### config.mk
export PLATFORM = sky130hd
export DESIGN_NAME = m_kitchen_timer_ctrl
export DESIGN_NICKNAME = d
export VERILOG_FILES = /design/src/rtl/m_kitchen_timer_ctrl_pkg.sv /design/src/rtl/m_button_debounce.sv /design/src/rtl/m_kitchen_timer_ctrl.sv
export SDC_FILE = /design/constraint.sdc
export NUM_CORES = 1
export LEC_CHECK = 0
export CAP_MARGIN = 20
export CORE_ASPECT_RATIO = 1.1
export CORE_MARGIN = 2
export CORE_UTILIZATION = 60
export CTS_CLUSTER_DIAMETER = 80
export DETAILED_ROUTE_END_ITERATION = 7
export DONT_BUFFER_PORTS = 1
export PLACE_DENSITY = 0.76
export SYNTH_ARGS = -nofsm -noshare
export SYNTH_HDL_FRONTEND = slang
export SYNTH_SLANG_ARGS = --single-unit
export TNS_END_PERCENT = 100
### constraint.sdc
create_clock -name clk -period 4.3 [get_ports clk]
set_input_delay 0.645 -clock clk [delete_from_list [all_inputs] [get_ports clk]]
set_output_delay 0.645 -clock clk [all_outputs]
set_load 0.02 [all_outputs]
### src/rtl/m_kitchen_timer_ctrl_pkg.sv
// Shared encodings for the kitchen timer controller: FSM states and counter
// direction constants.
package m_kitchen_timer_ctrl_pkg;

  typedef enum logic [1:0] {
    ST_SET   = 2'd0,
    ST_RUN   = 2'd1,
    ST_PAUSE = 2'd2,
    ST_ALARM = 2'd3
  } state_e;

  localparam logic MODE_UP   = 1'b0;
  localparam logic MODE_DOWN = 1'b1;

endpackage

### src/rtl/m_button_debounce.sv
// One front-panel button: 2-FF synchronizer, stable-count debouncer and
// rising-edge detect producing a single-cycle press strobe.
module m_button_debounce #(
  parameter int DEBOUNCE_CYC = 500_000
) (
  input  logic clk,
  input  logic reset_n,
  input  logic btn_i,
  output logic press_o
);

  localparam int CW = $clog2(DEBOUNCE_CYC + 1);

  logic          sync1_q;
  logic          sync2_q;
  logic          stable_q;
  logic          press_q;
  logic [CW-1:0] cnt_q;

  // Accept a new level only after it has differed from the accepted one for
  // DEBOUNCE_CYC consecutive cycles; a rising acceptance is the press.
  always_ff @(posedge clk or negedge reset_n) begin
    if (!reset_n) begin
      sync1_q  <= 1'b0;
      sync2_q  <= 1'b0;
      stable_q <= 1'b0;
      press_q  <= 1'b0;
      cnt_q    <= '0;
    end else begin
      sync1_q <= btn_i;
      sync2_q <= sync1_q;
      if (sync2_q == stable_q) begin
        cnt_q   <= '0;
        press_q <= 1'b0;
      end else if (cnt_q == CW'(DEBOUNCE_CYC - 1)) begin
        cnt_q    <= '0;
        stable_q <= sync2_q;
        press_q  <= sync2_q;
      end else begin
        cnt_q   <= cnt_q + CW'(1);
        press_q <= 1'b0;
      end
    end
  end

  assign press_o = press_q;

endmodule

### src/rtl/m_kitchen_timer_ctrl.sv
// Kitchen timer control: button conditioning, 1 s tick, set/run/pause/alarm
// sequencing of the external BCD digit counters, and the buzzer.
module m_kitchen_timer_ctrl
  import m_kitchen_timer_ctrl_pkg::*;
#(
  parameter int TICK_DIV     = 50_000_000,
  parameter int DEBOUNCE_CYC = 500_000,
  parameter int BEEP_DIV     = 25_000,
  parameter int ALARM_SEC    = 10
) (
  input  logic        clk,
  input  logic        reset_n,
  input  logic        btn_min,
  input  logic        btn_sec,
  input  logic        btn_ss,
  input  logic [15:0] digits,
  output logic        mode,
  output logic        clken,
  output logic        sec_cb,
  output logic        min_cb,
  output logic        running,
  output logic        buzzer
);

  localparam int TW = (TICK_DIV > 1) ? $clog2(TICK_DIV) : 1;
  localparam int BW = (BEEP_DIV > 1) ? $clog2(BEEP_DIV) : 1;
  localparam int AW = $clog2(ALARM_SEC + 1);

  logic press_min_s, press_sec_s, press_ss_s;

  m_button_debounce #(.DEBOUNCE_CYC(DEBOUNCE_CYC)) u_db_min (
    .clk(clk), .reset_n(reset_n), .btn_i(btn_min), .press_o(press_min_s));
  m_button_debounce #(.DEBOUNCE_CYC(DEBOUNCE_CYC)) u_db_sec (
    .clk(clk), .reset_n(reset_n), .btn_i(btn_sec), .press_o(press_sec_s));
  m_button_debounce #(.DEBOUNCE_CYC(DEBOUNCE_CYC)) u_db_ss (
    .clk(clk), .reset_n(reset_n), .btn_i(btn_ss), .press_o(press_ss_s));

  state_e        state_q, state_d;
  logic          entry_q;
  logic          mode_q, clken_q, running_q, buzzer_q;
  logic          sec_cb_q, sec_cb_d;
  logic          min_cb_q, min_cb_d;
  logic [TW-1:0] tick_cnt_q;
  logic [BW-1:0] beep_cnt_q;
  logic [AW-1:0] alarm_cnt_q;
  logic          zero_s, tick_s, any_press_s;

  // Next state and pulse requests; entry_q blocks pulses in a state's first cycle.
  always_comb begin
    zero_s      = (digits == 16'h0000);
    tick_s      = ((state_q == ST_RUN) || (state_q == ST_ALARM)) &&
                  (tick_cnt_q == TW'(TICK_DIV - 1));
    any_press_s = press_min_s | press_sec_s | press_ss_s;
    state_d     = state_q;
    sec_cb_d    = 1'b0;
    min_cb_d    = 1'b0;
    case (state_q)
      ST_SET: begin
        if (press_ss_s) begin
          state_d = zero_s ? ST_SET : ST_RUN;
        end else begin
          sec_cb_d = press_sec_s & ~entry_q;
          min_cb_d = press_min_s & ~entry_q;
        end
      end
      ST_RUN: begin
        if (press_ss_s) begin
          state_d = ST_PAUSE;
        end else if (tick_s && zero_s) begin
          state_d = ST_ALARM;
        end else begin
          sec_cb_d = tick_s & ~entry_q;
        end
      end
      ST_PAUSE: begin
        if (press_ss_s) begin
          state_d = ST_RUN;
        end else if (press_min_s || press_sec_s) begin
          state_d = ST_SET;
        end else begin
          state_d = ST_PAUSE;
        end
      end
      ST_ALARM: begin
        if (any_press_s || (tick_s && (alarm_cnt_q == AW'(ALARM_SEC - 1)))) begin
          state_d = ST_SET;
        end else begin
          state_d = ST_ALARM;
        end
      end
      default: state_d = ST_SET;
    endcase
  end

  // State register, registered outputs, tick/beep/alarm counters.
  always_ff @(posedge clk or negedge reset_n) begin
    if (!reset_n) begin
      state_q     <= ST_SET;
      entry_q     <= 1'b0;
      mode_q      <= MODE_UP;
      clken_q     <= 1'b0;
      running_q   <= 1'b0;
      buzzer_q    <= 1'b0;
      sec_cb_q    <= 1'b0;
      min_cb_q    <= 1'b0;
      tick_cnt_q  <= '0;
      beep_cnt_q  <= '0;
      alarm_cnt_q <= '0;
    end else begin
      state_q   <= state_d;
      entry_q   <= (state_d != state_q);
      mode_q    <= ((state_d == ST_RUN) || (state_d == ST_PAUSE)) ? MODE_DOWN : MODE_UP;
      clken_q   <= (state_d == ST_RUN);
      running_q <= (state_d == ST_RUN);
      sec_cb_q  <= sec_cb_d;
      min_cb_q  <= min_cb_d;

      if ((state_d == ST_RUN) && (state_q != ST_RUN)) begin
        tick_cnt_q <= '0;
      end else if ((state_q == ST_RUN) || (state_q == ST_ALARM)) begin
        tick_cnt_q <= tick_s ? '0 : tick_cnt_q + TW'(1);
      end else begin
        tick_cnt_q <= tick_cnt_q;
      end

      // Beep divider and tick count restart on every ALARM entry and clear on exit.
      if ((state_q == ST_ALARM) && (state_d == ST_ALARM)) begin
        if (beep_cnt_q == BW'(BEEP_DIV - 1)) begin
          beep_cnt_q <= '0;
          buzzer_q   <= ~buzzer_q;
        end else begin
          beep_cnt_q <= beep_cnt_q + BW'(1);
          buzzer_q   <= buzzer_q;
        end
        alarm_cnt_q <= tick_s ? alarm_cnt_q + AW'(1) : alarm_cnt_q;
      end else begin
        beep_cnt_q  <= '0;
        buzzer_q    <= 1'b0;
        alarm_cnt_q <= '0;
      end
    end
  end

  assign mode    = mode_q;
  assign clken   = clken_q;
  assign running = running_q;
  assign buzzer  = buzzer_q;
  assign sec_cb  = sec_cb_q;
  assign min_cb  = min_cb_q;

endmodule

; ---- Word level (Yosys, flattened, before mapping)
; Cells that the tools add are included.
; Widths: inputs -> output; s select.
[classes]
n_eq_ne = 19
add_sub_neg = 6
n_reduce_logical = 15
muxes = 36
n_bitwise = 10
[op_table]
columns = op, count
row1 = $mux 19, 6
row2 = $mux 26, 3
row3 = $add 19x1->19 const B, 3
row4 = $eq 19x19->1 const B, 3
row5 = $mux 15, 2
row6 = $add 26x1->26 const B, 1
row7 = $eq 26x26->1 const B, 1
row8 = $logic_not 16->1, 1
row9 = $add 15x1->15 const B, 1
row10 = $eq 15x15->1 const B, 1
row11 = $mux 1, 15
row12 = $mux 2, 6
row13 = $eq 2x2->1 const B, 4
row14 = $mux 4, 2
row15 = $pmux 2 s4, 1
row16 = $reduce_and 2->1, 3
row17 = $logic_and 1x1->1, 5
row18 = $not 1->1, 5
row19 = $add 4x1->4 const B, 1
row20 = $eq 2x1->1 const B, 2
row21 = $eq 4x4->1 const B, 1
row22 = $logic_or 1x1->1, 4
row23 = $ne 2x1->1 const B, 2
row24 = $and 1x1->1, 3
row25 = 7 further kinds, 10
[word_totals]
register_bits = 122
elab_cells = 111

; ---- Longest topological paths before layout
; Gate-level depths: netlist (run 1).
[logic_depth]
depth_word = 10
ltp_mapped = 11
ltp_nobuf = 10

; ---- By module
; From an unflattened synthesis (run 1), not the netlist that was laid out.
[hier_totals]
cells_unflattened = 638
hier_area_um2 = 6246.0
[by_module_without_submodules]
columns = mod, cells_per_inst, instances, area_per_inst_um2
row1 = m_button_debounce, 110, 3, 1118.6
row2 = m_kitchen_timer_ctrl, 308, 1, 2890.3

; ---- Least setup slack after synthesis (run 1)
; No wires, ideal clock.
[synth_timing]
path_type = reg-to-reg
start = register tick_cnt_q[7]
end = register tick_cnt_q[16]
path_stages_with_launch = 11
setup_ns = 0.077
synth_period_minus_slack_ns = 3.269
t_required_ns = 4.223
path_buffers = 1
setup_slack_ns = 1.031
arrival_ns = 3.192
cell_sequence = dfrtp_1 > or4b_2 > nor4_4 > nand3_1 > a2bb2oi_1 > ha_1 > o211ai_1 > or2_2 > clkbuf_1 > or4_1 > a21oi_1
[synth_via]
elab_chain_len = 9
word_cells_on_any_way = 16
classes_between = 1 x add/sub / 2 x eq/ne / 7 x mux / 6 x reduce/logical
[synth_lines]
columns = item, line
row1 = start: declaration, m_kitchen_timer_ctrl.sv:43  ; logic [TW-1:0] tick_cnt_q;
row2 = start signal: assignment, m_kitchen_timer_ctrl.sv:121  ; tick_cnt_q <= tick_s ? '0 : tick_cnt_q + TW'(1);
row3 = start signal: assignment, m_kitchen_timer_ctrl.sv:123  ; tick_cnt_q <= tick_cnt_q;
row4 = $eq 26x26->1, m_kitchen_timer_ctrl.sv:52  ; (tick_cnt_q == TW'(TICK_DIV - 1));
row5 = $logic_and 1x1->1, m_kitchen_timer_ctrl.sv:51  ; tick_s = ((state_q == ST_RUN) || (state_q == ST_ALARM)) &&
row6 = "$logic_and 1x1->1, on equally long branches", "m_kitchen_timer_ctrl.sv:69, m_kitchen_timer_ctrl.sv:85"
row7 = $mux 2 / $logic_or 1x1->1 (equally long branches), "m_kitchen_timer_ctrl.sv:69, m_kitchen_timer_ctrl.sv:85"
row8 = "$mux 2, on equally long branches", "m_kitchen_timer_ctrl.sv:67, m_kitchen_timer_ctrl.sv:85"
row9 = $pmux 2 s4, m_kitchen_timer_ctrl.sv:57  ; case (state_q)
row10 = $eq 2x1->1, m_kitchen_timer_ctrl.sv:118  ; if ((state_d == ST_RUN) && (state_q != ST_RUN)) begin
row11 = $logic_and 1x1->1, m_kitchen_timer_ctrl.sv:118
row12 = $mux 26 / $reduce_bool 2->1 (equally long branches), --
; Several ways; a longest one is shown, not always the timed one. The select of a mux whose other input is x is not followed.
; A chain may end at the register's enable or synchronous reset.

; ---- Worst setup path after layout (run 1)
[layout_timing]
start = register tick_cnt_q[7]
end = register tick_cnt_q[21]
; The elaborated chain is that of the path after synthesis.

==> results of run 1 <==
worst reg2reg max path: stages (launching register included):
cell,delay [ns]
dfrtp_1,0.44
or4b_2,0.72
nor4_4,0.39
nand3_1,0.23
a2bb2oi_1,0.21
ha_1,0.29
o2111a_1,0.40
nand4_1,0.36
or3_1,0.45
a21oi_1,0.15
power breakdown:
| part | total (mW) | internal [mW] | switching, mW | leakage [nW] |
|---|---|---|---|---|
| Sequential | 1.17 | 1.16 | 0.00906 | 1.67 |
| Clock | 1.32 | 0.835 | 0.485 | 0.273 |
| Combinational | 0.0507 | 0.0134 | 0.0373 | 0.816 |
layout make-up:
class	count	area, sq um
Clock buffer	24	490
Fill cell	755	3110
Timing Repair Buffer	6	72.6
Clock inverter	7	65.1
Inverter	21	78.8
Multi-Input combinational cell	456	2920
Sequential cell	122	3050
Tap cell	120	150
synth_stat cells (all sizes together) (6+ instances only):
library cell,instances,share of area [%]
a21oi,31,2.5
and2,6,0.61
and3,12,1.2
and4,6,0.85
buf,7,1.1
clkbuf,10,0.61
dfrtp,122,50
ha,9,1.8
inv,21,1.3
nand2,31,1.9
nand3,42,3.4
nand4,23,2.3
nor2,72,4.4
nor3,12,0.98
nor4,25,3.0
o21ai,19,1.6
o31ai,13,1.7
or2,7,0.75
or3,19,1.9
or4,15,1.9
or4b,8,1.3
xnor2,39,5.5
xor2,24,3.4
worst max-delay path by stage:
stage                                         start                          to  cells past startpoint
after CTS                 tick_cnt_q[7]$_DFFE_PN0P_  tick_cnt_q[23]$_DFFE_PN0P_                      9
after global placement    tick_cnt_q[7]$_DFFE_PN0P_  tick_cnt_q[17]$_DFFE_PN0P_                      9
after detailed placement  tick_cnt_q[7]$_DFFE_PN0P_  tick_cnt_q[17]$_DFFE_PN0P_                      9
final                     tick_cnt_q[7]$_DFFE_PN0P_  tick_cnt_q[21]$_DFFE_PN0P_                      9
after global routing      tick_cnt_q[7]$_DFFE_PN0P_  tick_cnt_q[23]$_DFFE_PN0P_                      9
after floorplan           tick_cnt_q[7]$_DFFE_PN0P_  tick_cnt_q[16]$_DFFE_PN0P_                     10
metal layers:
metal	part of all wire, %	GRT usage [%]
met4	1.9	10.6
met1	44	32.1
met3	4.8	6.62
met2	50	40.2
met5	0	0
sequential cells by signal (all words and copies together), names as in the netlist, 2 cells and up:
name / cells
u_db_min.cnt_q: 19
u_db_ss.cnt_q: 19
tick_cnt_q: 26
state_q: 2
alarm_cnt_q: 4
u_db_sec.cnt_q: 19
beep_cnt_q: 15
placed cells by master, fill, tap and decap left out, drive strengths merged, types with 2 or more instances in the layout:
cell type and count:
nand3 42, nor3b 2, nand4 23, buf 6, o21ai 19, mux2 3, xnor2 39, or4 15
nor4b 3, inv 21, o211ai 2, and3b 3, xor2 24, nor3 12, nand2 31, clkinvlp 2
o2bb2ai 2, o41ai 2, nand2b 3, dfrtp 122, or2 7, or3 19, ha 9, clkinv 4
and4 6, nor4 25, or4b 8, clkbuf 24, and2 6, nor4bb 2, nor2 72, a31oi 2
a2bb2oi 2, or4bb 2, a21oi 31, and3 12, mux2i 2, o31ai 13
logic make-up after synthesis:
logic type | count (synthesis) | synth area share, %
flip-flops | 122 | 49.6
AND/OR/NAND/NOR | 296 | 27.1
AO/OA/AOI/OAI | 83 | 8.66
multiplexers | 5 | 0.934
buffers and inverters | 38 | 2.99
adder cells (fa/ha/maj) | 9 | 1.83
XOR/XNOR | 63 | 8.96
stage by stage:
stage | cells | hold slack [ns]
floorplan | 616 | 0.331
finish | 756 | 0.0277
global placement | 722 | 0.338
detailed placement | 724 | 0.338
global route | 756 | 0.109
CTS | 756 | 0.0901
==> flow_summary.toml, run 1 <==
[logic_synthesis]
ys_seq_area_share_pct = 49.6
synth_cell_types = 58
ys_seq_elements = 122
async_flop_share_pct = 100
synth_edf_count = 0
synth.avg_cell_area_sq_um = 10.0
synth-main-ff-cell = "dfrtp_1"
synth.cell_area_sq_um = 6160
synth_fp_nets = 646
yosys_warnings = 0
synthCells = 616

[drt]
wl_per_cell_um = 16.2
ant_nets = 0
vias = 4723
firstDrtPassIters = 5
drt_iter0_markers = 362
drc_errors = 0
wl_mm = 12.2
viasPerCell = 6.25

[critical_path]
critPathSlowestCell = "or4b_2"
r2r-end = "tick_cnt_q[21]$_DFFE_PN0P_"
critPathTopFamily = "simple AND/OR/NAND/NOR gates"
arrival_ns = 4.18
cp_slowest_stage_delay_ns = 0.72
cp_max_fo = 10
crit_required_ns = 4.76
cp_cell_sequence = "or4b_2, nor4_4, nand3_1, a2bb2oi_1, ha_1, o2111a_1, nand4_1, or3_1, a21oi_1"
r2r_start = "tick_cnt_q[7]$_DFFE_PN0P_"
path_class = "register to register"
rrSetupSlack_ns = 0.58
rr_worst_depth = 9
crit_buf_inv = 0
start_kind = "register"
cp-end-kind = "register"

[timing]
worstMarginPinSlew_ns = 0.749
max_freq_ghz = 0.269
hold_viol = 0
clock-skew-final_ns = 0.00623
final_max_slew_viol_count = 0
fin_crit_ns = 3.72
max_slew_margin_pct = 49.7
setup_viol = 0
rsz0062_at_grt = "false"
fin_ws_ns = 0.582
setup_tns_ns = 0
finalCritPeriodShare_pct = 86.5

[global_routing]
grt_pass1_wl_mm = 21.8
grt_max_degree = 123
track_usage_pct = 25.0
grt_pass1_vias = 4694
antenna_found_initial = 0
overflow = 0

[cts]
clk-insertion-delay-late_ns = 0.54
cts-resized-gates = 0
cts_made_buffers = 17
clkSlewWorstSetupHoldPaths_ns = 0.06
cts_root_buffer = "clkbuf_8"
htree_num_levels = 4
tritoncts = "yes"
cts.sink_count = 122
hold_buffers = 1
clock_path_buffers = 2
cts_setup_buffers = 0

[floorplanning]
dieArea_sq_um = 11100
design.core.area_sq_um = 9940
die_x_um = 101
start_util_pct = 62.0
num_rows = 38
die-height_um = 110
num_io_pins = 27

[final_layout]
final_nets = 654
drive_above_1_share_pct = 9.43
syn_to_final_growth_pct = 10.9
design_area_sq_um = 6830
final_util_pct = 68.7
diodes = 0

[pwr]
powerDensity_nw_per_um2 = 372
power_mw = 2.54
ir_drop_mv = 0.318
leakagePower_nw = 2.76

[place]
io_buffers = 0
dpl.hpwl_mm = 8.06
placed_area_sq_um = 6250
routabilityCongestion = 0.845
dpl_worst_slack_ns = 0.638

[flow_run]
maxCapViolations = 0

[run_status]
run_status = "complete, no violations"

[hold_path]
hp-class = "input pin to async pin"
(Power assumes the default switching activity.)
==> inputs of run 2 (changes only) <==
--- a/config.mk
+++ b/config.mk
@@ -6,7 +6,6 @@
 export NUM_CORES = 1
 export LEC_CHECK = 0
 export CAP_MARGIN = 20
-export CORE_ASPECT_RATIO = 1.1
 export CORE_MARGIN = 2
 export CORE_UTILIZATION = 60
 export CTS_CLUSTER_DIAMETER = 80
==> flow_summary.toml, run 2 (same netlist as run 1, synthesis figures left out) <==
[final_layout]
fill_cells = 726
design_area_sq_um = 6890
layout.cells.non_filler = 770
final_cell_mix = "dfrtp_1, nor2_1, nand3_1"
multi_input_area_sq_um = 2920
final_nets = 654
largest-register = "tick_cnt_q"
final_common_cell = "dfrtp_1"
diodes = 0
ff_latch_area_sq_um = 3050
syn_to_final_growth_pct = 11.9
drive_above_1_share_pct = 9.89
largest_reg_flops = 26

[timing]
rsz0062_at_grt = "false"
clock-skew-final_ns = 0.00608
holdWs_ns = 0.0632
hold_viol = 0
max_slew_margin_pct = 55.0
max_freq_ghz = 0.273
final_max_slew_viol_count = 0
worstMarginPinSlew_ns = 0.671
finalCritPeriodShare_pct = 85.0
setup_tns_ns = 0
fin_crit_ns = 3.66
setup_viol = 0

[floorplanning]
start_util_pct = 62.4
die-height_um = 105
design.core.area_sq_um = 9860
num_io_pins = 27
die_x_um = 105
dieArea_sq_um = 11100
num_rows = 36

[critical_path]
cp_slowest_stage_delay_ns = 0.72
path_class = "register to register"
cp-end-kind = "register"
start_kind = "register"
cp_cell_sequence = "or4b_2, nor4_4, nand3_1, a2bb2oi_1, ha_1, o2111a_1, nand4_1, or3_1, a21oi_1"
crit_buf_inv = 0
cp_max_fo = 10
crit_required_ns = 4.76
arrival_ns = 4.11
critPathTopFamily = "simple AND/OR/NAND/NOR gates"
critPathSlowestCell = "or4b_2"

[place]
dpl.hpwl_mm = 7.87
dp.cells = 736
routabilityCongestion = 0.901
io_buffers = 0
placed_area_sq_um = 6250

[cts]
clk-insertion-delay-late_ns = 0.53
cts_root_buffer = "clkbuf_8"
htree_num_levels = 4
cts.sink_count = 122
cts-resized-gates = 0
clock_path_buffers = 2
cts_made_buffers = 17
clkSlewWorstSetupHoldPaths_ns = 0.06
tritoncts = "yes"

[drt]
ant_nets = 0
wl_mm = 12.0
vias = 4636
route.met2.wl_mm = 5.96
drt_iter0_markers = 276
wl_per_cell_um = 15.6
dr.max_layer_used = "met4"
firstDrtPassIters = 5
met3_length_um = 530
drc_errors = 0
viasPerCell = 6.02
wl_met1_mm = 5.38

[flow_run]
maxCapViolations = 0

[pwr]
ir_drop_mv = 0.309
powerDensity_nw_per_um2 = 385
leakagePower_nw = 2.78

[global_routing]
grt_pass1_wl_mm = 21.2
grt_max_degree = 123
grt_pass1_vias = 4599
track_usage_pct = 23.8
antenna_found_initial = 0
overflow = 0

[run_status]
run_status = "complete, no violations"

[hold_path]
hp-class = "input pin to async pin"
[run 2: cell count changes in the layout (fill, tap and decap cells not counted), sizes merged]
cell	before	now
bufinv	1	3
clkbuf	24	17
clkinv	4	5
clkinvlp	2	1
inv	21	27
[run 2: path summary, 6_finish.rpt]
| kind | cells past startpoint | from | slack [ns] | to |
|---|---|---|---|---|
| max in group asynchronous | 1 | reset_n | 3.79 | u_db_min.cnt_q[8]$_DFF_PN0_ |
| setup reg to reg | 9 | tick_cnt_q[7]$_DFFE_PN0P_ | 0.64 | tick_cnt_q[23]$_DFFE_PN0P_ |
| min in group clk | 0 | btn_sec | 0.14 | u_db_sec.sync1_q$_DFF_PN0_ |
| hold reg to reg | 0 | u_db_min.sync1_q$_DFF_PN0_ | 0.35 | u_db_min.sync2_q$_DFF_PN0_ |
| hold / removal | 1 | reset_n | 0.06 | tick_cnt_q[15]$_DFFE_PN0P_ |
| setup / recovery | 9 | tick_cnt_q[7]$_DFFE_PN0P_ | 0.64 | tick_cnt_q[23]$_DFFE_PN0P_ |
[run 2: metal layers]
layer | up-vias | track usage [%]
li1 | 2267 | -
met1 | 2257 | 30.9
met2 | 98 | 37.8
met3 | 14 | 7.30
met4 | 0 | 8.86
met5 | - | 0
[run 2: cell type report]
class	instances	area share [%]
Sequential cell	122	44.3
Multi-Input combinational cell	456	42.4
Tap cell	133	2.42
Inverter	21	1.14
Timing Repair Buffer	6	0.999
Clock buffer	17	6.01
Clock inverter	15	2.71
[run 2: where the power goes]
part | switching [mW] | internal, mW
combinational | 0.0366 | 0.0131
clock | 0.544 | 0.893
sequential | 0.00903 | 1.16
total | 0.590 | 2.06
[run 2: worst register-to-register path: stages (launching register included)]
cell       delay [ns]
dfrtp_1          0.44
or4b_2           0.72
nor4_4           0.38
nand3_1          0.22
a2bb2oi_1        0.21
ha_1             0.30
o2111a_1         0.39
nand4_1          0.33
or3_1            0.44
a21oi_1          0.15
[run 2: metrics by stage]
stage                     utilization, %  worst slack [ns]  power, mW
after global routing                69.8             0.415       2.75
final                               69.8             0.643       2.65
after global placement              63.3             0.828       1.21
after floorplan                        -              1.03       1.21
after CTS                           69.8             0.662       2.69
after detailed placement            63.4             0.666       1.21
[run 2: timing repair]
item / 4_1_cts / 5_1_grt
hold buffers: 1 / 0
setup buffers: 0 / 0
hold endpoints to repair: 122 / 0
==> inputs of run 3 (changes only) <==
--- a/config.mk
+++ b/config.mk
@@ -11,6 +11,7 @@
 export CTS_CLUSTER_DIAMETER = 80
 export DETAILED_ROUTE_END_ITERATION = 7
 export DONT_BUFFER_PORTS = 1
+export HOLD_SLACK_MARGIN = 0.05
 export PLACE_DENSITY = 0.76
 export SYNTH_ARGS = -nofsm -noshare
 export SYNTH_HDL_FRONTEND = slang
==> flow_summary.toml, run 3 (same netlist as run 1, synthesis figures left out) <==
[floorplanning]
die-height_um = 105
num_rows = 36
start_util_pct = 62.4
num_io_pins = 27
dieArea_sq_um = 11100
die_x_um = 105
design.core.area_sq_um = 9860

[drt]
firstDrtPassIters = 5
drc_errors = 0
ant_nets = 0
wl_per_cell_um = 15.6
vias = 4664
viasPerCell = 6.05
drt_iter0_markers = 279
wl_mm = 12.0

[timing]
finalCritPeriodShare_pct = 84.8
max_slew_margin_pct = 54.8
hold_viol = 0
fin_crit_ns = 3.65
rsz0062_at_grt = "false"
worstMarginPinSlew_ns = 0.675
clock-skew-final_ns = 0.00512
max_freq_ghz = 0.274
setup_viol = 0
fin_ws_ns = 0.654
final_max_slew_viol_count = 0
setup_tns_ns = 0

[place]
placed_area_sq_um = 6250
io_buffers = 0
dpl_worst_slack_ns = 0.666
dpl.hpwl_mm = 7.87
routabilityCongestion = 0.901

[pwr]
p_int_mw = 2.07
swShare_pct = 22.3
pwr-share-clk_pct = 54.1
leakagePower_nw = 2.78
power.switching_mw = 0.591
ir_drop_mv = 0.310
p_comb_share_pct = 1.9
powerDensity_nw_per_um2 = 385
pwr-share-seq_pct = 43.9

[final_layout]
ff_latch_area_sq_um = 3050
syn_to_final_growth_pct = 12.0
final_common_cell = "dfrtp_1"
drive_above_1_share_pct = 9.87
multi_input_area_sq_um = 2920
fill_cells = 728
final_nets = 655
design_area_sq_um = 6900
diodes = 0
final_cell_mix = "dfrtp_1, nor2_1, nand3_1"
largest-register = "tick_cnt_q"
largest_reg_flops = 26

[global_routing]
use_met3_pct = 7.30
top_usage_layer = "met2"
antenna_found_initial = 0
track_usage_pct = 23.8
overflow = 0
grtUsageMet1_pct = 30.9
grt_max_degree = 123
grt_pass1_wl_mm = 21.2
grt_pass1_vias = 4599
met2_usage_pct = 37.8

[cts]
htree_num_levels = 4
clkSlewWorstSetupHoldPaths_ns = 0.06
cts_made_buffers = 17
cts_root_buffer = "clkbuf_8"
cts_setup_buffers = 0
clk-insertion-delay-late_ns = 0.53
cts.sink_count = 122
clock_path_buffers = 2
tritoncts = "yes"

[flow_run]
maxCapViolations = 0

[critical_path]
path_class = "register to register"
cp-end-kind = "register"
crit_required_ns = 4.76
start_kind = "register"
arrival_ns = 4.10
cp_max_fo = 10

[hold_path]
hp-class = "input pin to register"

[run_status]
run_status = "complete, no violations"
[run 3: changes by cell type in the layout (fill, tap and decap cells not counted), sizes merged]
cell         change
dlygate4sd3      +1
[run 3: critical path, stage by stage, from the launching register on]
cell and delay [ns]:
dfrtp_1 0.44, or4b_2 0.72, nor4_4 0.38, nand3_1 0.21
a2bb2oi_1 0.20, ha_1 0.30, o2111a_1 0.39, nand4_1 0.33
or3_1 0.44, a21oi_1 0.15
[run 3: timing repair]
item                      in CTS  in global routing
resized for setup              0                  0
hold endpoints to repair     122                  1
hold buffers                   1                  1
[run 3: through the flow]
step / hold slack, ns / total power, mW / utilization, % / instances
final: 0.137 / 2.66 / 69.9 / 771
after detailed placement: 0.336 / 1.21 / 63.4 / 736
after global placement: 0.333 / 1.21 / 63.3 / 735
after global routing: 0.106 / 2.75 / 69.9 / 771
after CTS: 0.0858 / 2.69 / 69.8 / 769
after floorplan: 0.331 / 1.21 / - / 616
[run 3: power groups by stage]
stage	registers (mW)	logic, mW	clock network (mW)
finish	1.17	0.0508	1.44
global route	1.17	0.0608	1.53
CTS	1.17	0.0516	1.47
detailed placement	1.19	0.0253	0
global placement	1.19	0.0236	0
floorplan	1.19	0.0220	0
[run 3: metal layers]
layer,part of all wire [%],up-vias
met2,50,105
met5,0,-
met3,4.5,16
met1,45,2271
met4,1.3,0
li1,-,2272
[run 3: area by class of cell]
type | instances | area share [%]
clock buffers | 17 | 6.00
clock inverters | 15 | 2.70
inverters | 21 | 1.14
multi-input cells | 456 | 42.3
flip-flops and latches | 122 | 44.3
well taps | 133 | 2.41
repair buffers | 7 | 1.14
[run 3: final timing paths]
kind	cells after the start	from	slack, ns	end
hold reg to reg	0	u_db_min.sync1_q$_DFF_PN0_	0.35	u_db_min.sync2_q$_DFF_PN0_
max in group asynchronous	2	reset_n	3.12	u_db_min.cnt_q[8]$_DFF_PN0_
hold / removal	0	btn_sec	0.14	u_db_sec.sync1_q$_DFF_PN0_
setup reg to reg	9	tick_cnt_q[7]$_DFFE_PN0P_	0.65	tick_cnt_q[23]$_DFFE_PN0P_
setup / recovery	9	tick_cnt_q[7]$_DFFE_PN0P_	0.65	tick_cnt_q[23]$_DFFE_PN0P_
min in group asynchronous	2	reset_n	0.73	tick_cnt_q[15]$_DFFE_PN0P_
